### config.mk
export PLATFORM = sky130hd
export DESIGN_NAME = ram_arbiter
export DESIGN_NICKNAME = d
export VERILOG_FILES = /design/src/rtl/ram_arb_pkg.sv /design/src/rtl/ram_arbiter_rr_arb2.sv /design/src/rtl/ram_arbiter.sv
export SDC_FILE = /design/constraint.sdc
export NUM_CORES = 1
export LEC_CHECK = 0
export BUFFER_PORTS_ARGS = -buffer_cell sky130_fd_sc_hd__clkbuf_2
export CORE_ASPECT_RATIO = 0.8
export CORE_UTILIZATION = 34
export CTS_CLUSTER_DIAMETER = 100
export DETAILED_ROUTE_END_ITERATION = 8
export PLACE_DENSITY = 0.75
export SKIP_CTS_REPAIR_TIMING = 1
export SLEW_MARGIN = 30
export SYNTH_ARGS = -nofsm -noshare
export SYNTH_HDL_FRONTEND = slang
export SYNTH_SLANG_ARGS = --single-unit
### constraint.sdc
create_clock -name clk -period 1.6 [get_ports clk]
set_input_delay 0.16 -clock clk [delete_from_list [all_inputs] [get_ports clk]]
set_output_delay 0.16 -clock clk [all_outputs]
set_load 0.005 [all_outputs]
### src/rtl/ram_arb_pkg.sv
// Shared defaults, client indices and the saturating counter helper for ram_arbiter.
package ram_arb_pkg;

    localparam int ADDR_W_DEF = 8;
    localparam int DATA_W_DEF = 4;
    localparam int CNT_W      = 8;

    localparam logic CLIENT0 = 1'b0;
    localparam logic CLIENT1 = 1'b1;

    function automatic logic [CNT_W-1:0] sat_add(input logic [CNT_W-1:0] a, input logic [1:0] b);
        logic [CNT_W:0] s;
        s = {1'b0, a} + {{(CNT_W-1){1'b0}}, b};
        return s[CNT_W] ? {CNT_W{1'b1}} : s[CNT_W-1:0];
    endfunction

endpackage

### src/rtl/ram_arbiter_rr_arb2.sv
// Two-way round-robin arbiter: combinational grant, registered priority pointer.
module rr_arb2
    import ram_arb_pkg::*;
(
    input  logic       clk,
    input  logic       rst,
    input  logic [1:0] req,
    output logic [1:0] gnt
);

    logic ptr;

    // Grants are suppressed while reset is held so nothing reaches the RAM.
    always_comb begin
        gnt = 2'b00;
        if (!rst) begin
            if (req == 2'b11)
                gnt = (ptr == CLIENT1) ? 2'b10 : 2'b01;
            else
                gnt = req;
        end
    end

    always_ff @(posedge clk or posedge rst) begin
        if (rst)
            ptr <= CLIENT0;
        else if (gnt[0])
            ptr <= CLIENT1;
        else if (gnt[1])
            ptr <= CLIENT0;
    end

endmodule

### src/rtl/ram_arbiter.sv
// Two-client arbiter onto a 1R1W RAM with independent round-robin per port.
// Build option RAM_ARB_RAW_BYPASS_EN: same-cycle same-address read returns the write data.
module ram_arbiter
    import ram_arb_pkg::*;
#(
    parameter int ADDR_W = ADDR_W_DEF,
    parameter int DATA_W = DATA_W_DEF
) (
    input  logic              clk,
    input  logic              rst,
    input  logic              c0_req,
    input  logic              c0_we,
    input  logic [ADDR_W-1:0] c0_addr,
    input  logic [DATA_W-1:0] c0_wdata,
    output logic              c0_gnt,
    output logic              c0_rvalid,
    output logic [DATA_W-1:0] c0_rdata,
    input  logic              c1_req,
    input  logic              c1_we,
    input  logic [ADDR_W-1:0] c1_addr,
    input  logic [DATA_W-1:0] c1_wdata,
    output logic              c1_gnt,
    output logic              c1_rvalid,
    output logic [DATA_W-1:0] c1_rdata,
    output logic              write_en,
    output logic [ADDR_W-1:0] write_addr,
    output logic [DATA_W-1:0] write_data,
    output logic              read_en,
    output logic [ADDR_W-1:0] read_addr,
    input  logic [DATA_W-1:0] read_data,
    output logic [CNT_W-1:0]  conflict_cnt
);

    logic [1:0]        wreq, rreq, wgnt, rgnt;
    logic [1:0]        n_conf;
    logic              rd_pend, rd_owner;
    logic [DATA_W-1:0] rd_src;

    assign wreq = {c1_req & c1_we, c0_req & c0_we};
    assign rreq = {c1_req & ~c1_we, c0_req & ~c0_we};

    rr_arb2 u_wr_arb (.clk(clk), .rst(rst), .req(wreq), .gnt(wgnt));
    rr_arb2 u_rd_arb (.clk(clk), .rst(rst), .req(rreq), .gnt(rgnt));

    assign c0_gnt = wgnt[0] | rgnt[0];
    assign c1_gnt = wgnt[1] | rgnt[1];

    assign write_en   = |wgnt;
    assign write_addr = wgnt[1] ? c1_addr  : c0_addr;
    assign write_data = wgnt[1] ? c1_wdata : c0_wdata;
    assign read_en    = |rgnt;
    assign read_addr  = rgnt[1] ? c1_addr  : c0_addr;

    assign n_conf = {1'b0, &wreq} + {1'b0, &rreq};

    always_ff @(posedge clk or posedge rst) begin
        if (rst) begin
            rd_pend      <= 1'b0;
            rd_owner     <= CLIENT0;
            conflict_cnt <= '0;
        end else begin
            rd_pend      <= read_en;
            rd_owner     <= rgnt[1] ? CLIENT1 : CLIENT0;
            conflict_cnt <= sat_add(conflict_cnt, n_conf);
        end
    end

`ifdef RAM_ARB_RAW_BYPASS_EN
    logic              byp_hit;
    logic [DATA_W-1:0] byp_data;

    always_ff @(posedge clk or posedge rst) begin
        if (rst) begin
            byp_hit  <= 1'b0;
            byp_data <= '0;
        end else begin
            byp_hit  <= read_en & write_en & (read_addr == write_addr);
            byp_data <= write_data;
        end
    end

    assign rd_src = byp_hit ? byp_data : read_data;
`else
    assign rd_src = read_data;
`endif

    assign c0_rvalid = rd_pend & (rd_owner == CLIENT0);
    assign c1_rvalid = rd_pend & (rd_owner == CLIENT1);
    assign c0_rdata  = c0_rvalid ? rd_src : '0;
    assign c1_rdata  = c1_rvalid ? rd_src : '0;

endmodule

==> results of run 1 <==
final cells by class:
cell class | instances | share of cell area
Inverter | 1 | 0.00250
Multi-Input combinational cell | 75 | 0.416
Tap cell | 36 | 0.0300
Clock buffer | 3 | 0.0150
Sequential cell | 12 | 0.200
Timing Repair Buffer | 89 | 0.337
where the power goes:
| group | total, mW | internal [mW] | switching, mW |
|---|---|---|---|
| clock | 0.181 | 0.0871 | 0.0943 |
| sequential | 0.468 | 0.375 | 0.0933 |
| combinational | 0.429 | 0.260 | 0.170 |
worst paths after layout:
check / from / end / slack [ps] / cells after the start
max in group asynchronous: rst / conflict_cnt[6]$_DFF_PP0_ / 1410 / 3
hold reg to reg: u_wr_arb.ptr$_DFFE_PP0P_ / u_wr_arb.ptr$_DFFE_PP0P_ / 540 / 1
setup / recovery: u_wr_arb.ptr$_DFFE_PP0P_ / write_addr[0] / -100 / 4
setup reg to reg: conflict_cnt[0]$_DFF_PP0_ / conflict_cnt[6]$_DFF_PP0_ / 90 / 5
min in group clk: rst / u_wr_arb.ptr$_DFFE_PP0P_ / 220 / 2
hold / removal: rst / u_rd_arb.ptr$_DFFE_PP0P_ / 30 / 3
cell usage in the layout (no fill, tap or decap), drive strengths merged, types with 4 or more instances in the layout:
| cell | count |
|---|---|
| a21oi | 4 |
| and2 | 5 |
| and3 | 8 |
| buf | 14 |
| clkbuf | 78 |
| dfrtp | 12 |
| mux2 | 21 |
| nand2 | 5 |
| nand2b | 5 |
| nor2 | 4 |
| o21ai | 5 |
per-layer routing:
| metal | track usage | routed length, um |
|---|---|---|
| met2 | 0.271 | 1320 |
| met5 | 0 | 0 |
| met1 | 0.229 | 1100 |
| met3 | 0.0428 | 103 |
| met4 | 0.0504 | 25 |
metrics by stage:
step	utilization	hold WS [ps]	worst slack, ps	instances	cell area (um2)
after global placement	0.578	294	-13.3	211	1450
final	0.600	28.1	-105	216	1500
after global routing	0.600	56.5	-163	216	1500
after CTS	0.587	22.7	-207	214	1470
after detailed placement	0.578	316	-29.8	211	1450
after floorplan	-	215	43.0	90	926
critical path: cells and delay by family, from the launching register on:
family          cells  cell delay, ps
mux                 1             330
buf+inv             2             290
compound gates      1             230
flops               1             420
logic make-up (layout without fill, tap and decap cells):
group | after synthesis | count (layout) | synth area share
AO/OA/AOI/OAI | 15 | 15 | 0.105
XOR/XNOR | 1 | 1 | 0.00951
adder cells (fa/ha/maj) | 2 | 2 | 0.0353
buffers and inverters | 3 | 93 | 0.0217
flip-flops | 12 | 12 | 0.326
multiplexers | 21 | 21 | 0.257
AND/OR/NAND/NOR | 36 | 36 | 0.246
state kept, by name, summed over array words and instances, names as in the netlist:
signal        cells
u_rd_arb.ptr      1
conflict_cnt      8
rd_pend           1
u_wr_arb.ptr      1
rd_owner          1
==> impl_metrics.json, run 1 <==
{
  "outcome": "finished with violations",
  "violations": "setup timing",
  "synth_area_um2": 921,
  "yosysUniqueCellTypes": 26,
  "num_antenna_cells": 0,
  "dieArea_um2": 2920,
  "crit_required_ps": 1440,
  "maxSlewViolCount": 0,
  "final.period_utilization": 1.07,
  "die_h_um": 48.6,
  "relSlewSlack": 0.824,
  "slowest_delay_ps": 420,
  "drt_iter0_drc": 13,
  "syn_nets": 126,
  "path_cells": "o2111ai_2, buf_12, mux2_2, clkbuf_2",
  "synth_most_common_cell": "mux2_2",
  "overflow": 0,
  "totalWireLength_um": 2540,
  "grt_pass1_wl_um": 3870,
  "setup_viol": 20,
  "ios": 76,
  "finalSetupTns_ps": -1680,
  "fillerInstances": 211,
  "cts_sinks": 12,
  "ant_nets": 0,
  "finalWorstSetupSlack_ps": -105,
  "max_freq_mhz": 587,
  "cts_buffer_depth": 2,
  "synthFlopType": "dfrtp_1",
  "firstDrtPassIters": 4,
  "path_clk_slew_ps": 70,
  "grt_max_degree": 14,
  "min_path_type": "in2async",
  "die_w_um": 60.2,
  "first_global_vias": 917,
  "insertion_delay_ps": 270,
  "areaGrowthSynthToFinish_pct": 63.0,
  "via_per_inst": 4.89,
  "synth_warnings": 0,
  "track_usage": 0.172,
  "syn_inst": 90,
  "crit_path_max_fanout": 13,
  "gp_congestion": 0.826,
  "fin_skew_ps": 1.11,
  "worstPathArrival_ps": 1540,
  "critPathLaunchType": "flop",
  "antenna_found_initial": 0,
  "core.rowCount": 16,
  "synth_edf_count": 0,
  "core_um2": 2500,
  "multi_input_area_um2": 624,
  "max-vdd-ir-drop_mv": 0.409,
  "synth_area_leaders": "dfrtp_1 (33%), mux2_2 (26%), and3_1 (5.4%)",
  "async_reset_ff_frac": 1.00,
  "synth_commonest_cells": "mux2_2 (21), dfrtp_1 (12), and3_1 (8)",
  "cts_tree": "built",
  "regArea_um2": 300,
  "avgRoutedWirePerCell_um": 11.8,
  "final_nets": 218,
  "vias": 1056,
  "seq_area_frac_synth": 0.326,
  "period_needed_ps": 1700,
  "p_leak_nw": 0.821,
  "drive_above_1_share": 0.678,
  "finalPower_mw": 1.08,
  "powerDensity_nw_per_um2": 718,
  "root_buffer": "clkbuf_4",
  "synth_area_leader_cell": "dfrtp_1",
  "crit_slowest_cell": "dfrtp_1",
  "cap_violations": 0,
  "synth-seq-cells": 12,
  "yosys.area.top_type_share": 0.326,
  "tightest_slew_ps": 264,
  "cts_max_level": 1,
  "post_synth.cell_area_avg_um2": 10.2,
  "initial_core_util": 0.368,
  "rsz0062_at_grt": "yes",
  "crit_path_end_kind": "output pin",
  "final-hold-violation-count": 0,
  "numCtsBuffers": 3,
  "critPathKind": "reg2out",
  "place_hpwl_um": 2050,
  "drcViolationCount": 0,
  "port_buffers": 75
}
No activity file was read; power rests on OpenSTA's default activity.
==> run 2, diff against run 1 <==
CORE_UTILIZATION = 38   (was 34)
PLACE_DENSITY = 0.79   (was 0.75)
SETUP_SLACK_MARGIN = 0.3   (was not set)
clock period = 1.7 ns   (was 1.6 ns; I/O delays follow)
==> impl_metrics.json, run 2 (synthesis results as in run 1) <==
{
  "firstDrtPassIters": 6,
  "place_hpwl_um": 2050,
  "cap_violations": 0,
  "cts_sinks": 12,
  "totalWireLength_um": 2730,
  "max_freq_mhz": 568,
  "fillerInstances": 174,
  "layout_commonest_cell": "clkbuf_2",
  "numCtsBuffers": 3,
  "ios": 76,
  "crit_path_end_kind": "output pin",
  "final.period_utilization": 1.04,
  "period_needed_ps": 1760,
  "critPathKind": "reg2out",
  "violations": "DRC, setup timing",
  "drcViolationCount": 7,
  "grt_pass1_wl_um": 3600,
  "cts_buffer_depth": 2,
  "setup_viol": 19,
  "finalWorstSetupSlack_ps": -60.5,
  "drive_above_1_share": 0.720,
  "ant_nets": 0,
  "areaGrowthSynthToFinish_pct": 66.4,
  "crit_required_ps": 1530,
  "die_w_um": 57.0,
  "powerDensity_nw_per_um2": 700,
  "die_h_um": 46.0,
  "final_util": 0.692,
  "drt_iter0_drc": 25,
  "dieArea_um2": 2630,
  "port_buffers": 75,
  "grt_max_degree": 14,
  "path_clk_slew_ps": 70,
  "first_global_vias": 868,
  "insertion_delay_ps": 280,
  "core.rowCount": 15,
  "worstPathArrival_ps": 1590,
  "root_buffer": "clkbuf_4",
  "overflow": 0,
  "final_cell_mix": "clkbuf_2 (73), mux2_2 (19), dfrtp_1 (12)",
  "cts_max_level": 1,
  "rr_worst_depth": 4,
  "largest_reg_flops": 8,
  "fin_skew_ps": 0.627,
  "final_nets": 212,
  "rsz0062_at_grt": "yes",
  "avgRoutedWirePerCell_um": 13.6,
  "final-hold-violation-count": 0,
  "multi_input_area_um2": 696,
  "gp_congestion": 0.778,
  "finalPower_mw": 1.07,
  "regArea_um2": 300,
  "outcome": "finished with violations",
  "min_path_type": "in2async",
  "maxSlewViolCount": 0,
  "max-vdd-ir-drop_mv": 0.550,
  "relSlewSlack": 0.826,
  "tightest_slew_ps": 260,
  "vias": 1058,
  "via_per_inst": 5.29,
  "num_antenna_cells": 0,
  "initial_core_util": 0.416,
  "antenna_found_initial": 0,
  "core_um2": 2210,
  "p_leak_nw": 0.832,
  "top_register": "conflict_cnt",
  "critPathLaunchType": "flop",
  "cts_tree": "built",
  "crit_path_max_fanout": 12,
  "track_usage": 0.181
}
==> run 2: cell count changes in the layout (fill, tap and decap cells not counted), sizes merged <==
cell and delta:
buf -4, inv -1, clkbuf -1, clkinvlp +1
==> run 2: critical path, stage by stage, from the launching register on <==
cell	delay, ps
dfrtp_1	430
o2111ai_4	250
buf_12	170
mux2_2	330
clkbuf_2	120
==> run 2: cell type report <==
class                           count  area share
Multi-Input combinational cell     75       0.454
Sequential cell                    12       0.196
Tap cell                           25      0.0204
Inverter                            1     0.00490
Timing Repair Buffer               83       0.301
Clock buffer                        4      0.0237
==> run 2: per-stage QoR <==
stage          setup WS (ps)  TNS, ps  hold WS [ps]  area, um2  cells
6_report               -60.5     -674          55.8       1530    200
2_1_floorplan            216        0           125        961     90
5_1_grt                 -112    -1660          91.0       1530    200
3_3_place_gp            18.6        0           334       1370    191
3_5_place_dp           -26.5    -26.5           355       1370    191
4_1_cts                 -139    -2400          59.3       1400    195
==> run 2: worst paths after layout <==
kind / endpoint / start / slack [ps]
worst max register to register: conflict_cnt[7]$_DFF_PP0_ / conflict_cnt[0]$_DFF_PP0_ / 160
worst max-delay path: write_addr[3] / u_wr_arb.ptr$_DFFE_PP0P_ / -60
min in group clk: u_rd_arb.ptr$_DFFE_PP0P_ / rst / 250
worst min-delay path: u_wr_arb.ptr$_DFFE_PP0P_ / rst / 60
max in group asynchronous: rd_owner$_DFF_PP0_ / rst / 1490
worst min register to register: u_rd_arb.ptr$_DFFE_PP0P_ / u_rd_arb.ptr$_DFFE_PP0P_ / 550
==> run 2: power by group <==
group	switching [mW]	internal (mW)	total [mW]
combinational	0.164	0.232	0.396
clock	0.0940	0.130	0.224
sequential	0.100	0.353	0.453
total	0.358	0.715	1.07
==> run 2: metal layers <==
layer,wire (um),track usage
met4,51,0.0585
met1,1050,0.207
met2,1450,0.334
met3,169,0.0511
met5,0,0
==> run 3, diff against run 2 <==
CORE_UTILIZATION = 39   (was 38)
CTS_CLUSTER_DIAMETER = 200   (was 100)
PLACE_DENSITY = 0.8   (was 0.79)
SYNTH_HIERARCHICAL = 1   (was not set)
==> impl_metrics.json, run 3 <==
{
  "yosysUniqueCellTypes": 30,
  "layout_commonest_cell": "clkbuf_2",
  "critPathKind": "reg2out",
  "synth_most_common_cell": "mux2_2",
  "vias": 1135,
  "synth_edf_count": 0,
  "cts_tree": "built",
  "totalWireLength_um": 3330,
  "final_nets": 226,
  "place_ws_ps": -107,
  "overflow": 0,
  "synth_area_leader_cell": "dfrtp_1",
  "port_buffers": 75,
  "cts_buffer_depth": 2,
  "reg2reg_slack_ps": -30,
  "syn_nets": 133,
  "finalSetupTns_ps": -102,
  "root_buffer": "clkbuf_4",
  "gp_congestion": 0.709,
  "ant_nets": 0,
  "firstDrtPassIters": 6,
  "placed_area_um2": 1440,
  "setup_viol": 6,
  "crit_path_max_fanout": 14,
  "p_leak_nw": 0.934,
  "grt_max_degree": 15,
  "die_w_um": 57.4,
  "top_register": "conflict_cnt",
  "synth_area_leaders": "dfrtp_1 (31%), mux2_2 (24%), and2_1 (4.6%)",
  "seq_area_frac_synth": 0.314,
  "drcViolationCount": 4,
  "core.rowCount": 15,
  "stdcell_count": 214,
  "core_um2": 2230,
  "die_h_um": 46.3,
  "cts_sinks": 12,
  "areaGrowthSynthToFinish_pct": 78.8,
  "final-hold-violation-count": 0,
  "synth_area_um2": 956,
  "tightest_slew_ps": 396,
  "numCtsBuffers": 3,
  "final_cell_area_um2": 1710,
  "syn_inst": 97,
  "max-vdd-ir-drop_mv": 0.691,
  "initial_core_util": 0.428,
  "drive_above_1_share": 0.735,
  "cts_max_level": 1,
  "critPathLaunchType": "flop",
  "whs_ps": 292,
  "async_reset_ff_frac": 1.00,
  "post_synth.cell_area_avg_um2": 9.85,
  "yosys.area.top_type_share": 0.314,
  "num_antenna_cells": 0,
  "drt_iter0_drc": 27,
  "synth_warnings": 6,
  "ios": 76,
  "place_hpwl_um": 2230,
  "finalPower_mw": 1.20,
  "max_freq_mhz": 576,
  "final_cell_mix": "clkbuf_2 (69), dfrtp_1 (12), mux2_2 (11)",
  "final.period_utilization": 1.02,
  "powerDensity_nw_per_um2": 702,
  "rsz0062_at_grt": "yes",
  "violations": "DRC, setup timing",
  "dp.cells": 201,
  "crit_required_ps": 1530,
  "synthFlopType": "dfrtp_1",
  "worstPathArrival_ps": 1560,
  "grt_pass1_wl_um": 4240,
  "avgRoutedWirePerCell_um": 15.5,
  "crit_path_end_kind": "output pin",
  "outcome": "finished with violations",
  "first_global_vias": 989,
  "antenna_found_initial": 0,
  "path_clk_slew_ps": 80,
  "relSlewSlack": 0.736,
  "min_path_type": "in2reg",
  "synth-seq-cells": 12,
  "dieArea_um2": 2650,
  "fin_skew_ps": 2.99,
  "final_util": 0.765,
  "maxSlewViolCount": 0,
  "finalWorstSetupSlack_ps": -35.0,
  "period_needed_ps": 1730,
  "largest_reg_flops": 8,
  "via_per_inst": 5.30,
  "insertion_delay_ps": 280,
  "track_usage": 0.212,
  "cap_violations": 0,
  "synth_commonest_cells": "mux2_2 (20), dfrtp_1 (12), inv_1 (8)"
}
run 3: cell count changes after synthesis, sizes merged, moves of 2 or more:
cell / previous run / this run
nand2b: 5 / 1
mux2i: 0 / 3
and3: 8 / 6
o21ai: 5 / 1
a21boi: 0 / 2
or2: 0 / 4
o31ai: 2 / 0
nor3b: 2 / 0
inv: 1 / 8
nor2b: 2 / 5
or2b: 0 / 2
and2: 5 / 7
nor2: 4 / 2
run 3: report_power, final:
group          total (mW)  internal, mW  switching (mW)
clock               0.233         0.130           0.103
sequential          0.459         0.356           0.102
combinational       0.508         0.306           0.202
run 3: kinds of logic (layout without fill, tap and decap cells):
| logic type | count (synthesis) | in the layout | share of synthesized area |
|---|---|---|---|
| mux | 24 | 24 | 0.283 |
| fa+ha+maj | 2 | 2 | 0.0340 |
| xor+xnor | 1 | 1 | 0.00916 |
| flops | 12 | 12 | 0.314 |
| simple gates | 39 | 39 | 0.262 |
| compound gates | 9 | 9 | 0.0563 |
| buf+inv | 10 | 102 | 0.0419 |
run 3: worst paths after layout:
kind,startpoint,depth (start not counted),endpoint
setup / recovery,u_wr_arb/ptr$_DFFE_PP0P_,5,write_addr[4]
hold / removal,rst,3,u_rd_arb/ptr$_DFFE_PP0P_
setup reg to reg,conflict_cnt[0]$_DFF_PP0_,7,conflict_cnt[6]$_DFF_PP0_
hold reg to reg,u_wr_arb/ptr$_DFFE_PP0P_,1,u_wr_arb/ptr$_DFFE_PP0P_
max in group asynchronous,rst,3,conflict_cnt[3]$_DFF_PP0_
min in group asynchronous,rst,3,u_rd_arb/ptr$_DFFE_PP0P_
run 3: cell type report:
type	count	area, um2
Tap cell	25	31.3
Sequential cell	12	300
Fill cell	147	524
Clock buffer	4	36.3
Multi-Input combinational cell	75	751
Timing Repair Buffer	90	561
Inverter	8	30.0
run 3: routing by layer:
| metal | global-route usage | vias to the layer above | wire length [um] |
|---|---|---|---|
| met3 | 0.0506 | 15 | 143 |
| met4 | 0.0537 | 0 | 136 |
| met1 | 0.239 | 542 | 1260 |
| met5 | 0 | - | 0 |
| li1 | - | 531 | - |
| met2 | 0.407 | 47 | 1780 |
run 3: critical path, cell delays in order (launching register included):
cell and delay [ps]:
dfrtp_1 420, inv_2 50, a21boi_2 170, buf_12 170, mux2_2 350, clkbuf_2 130
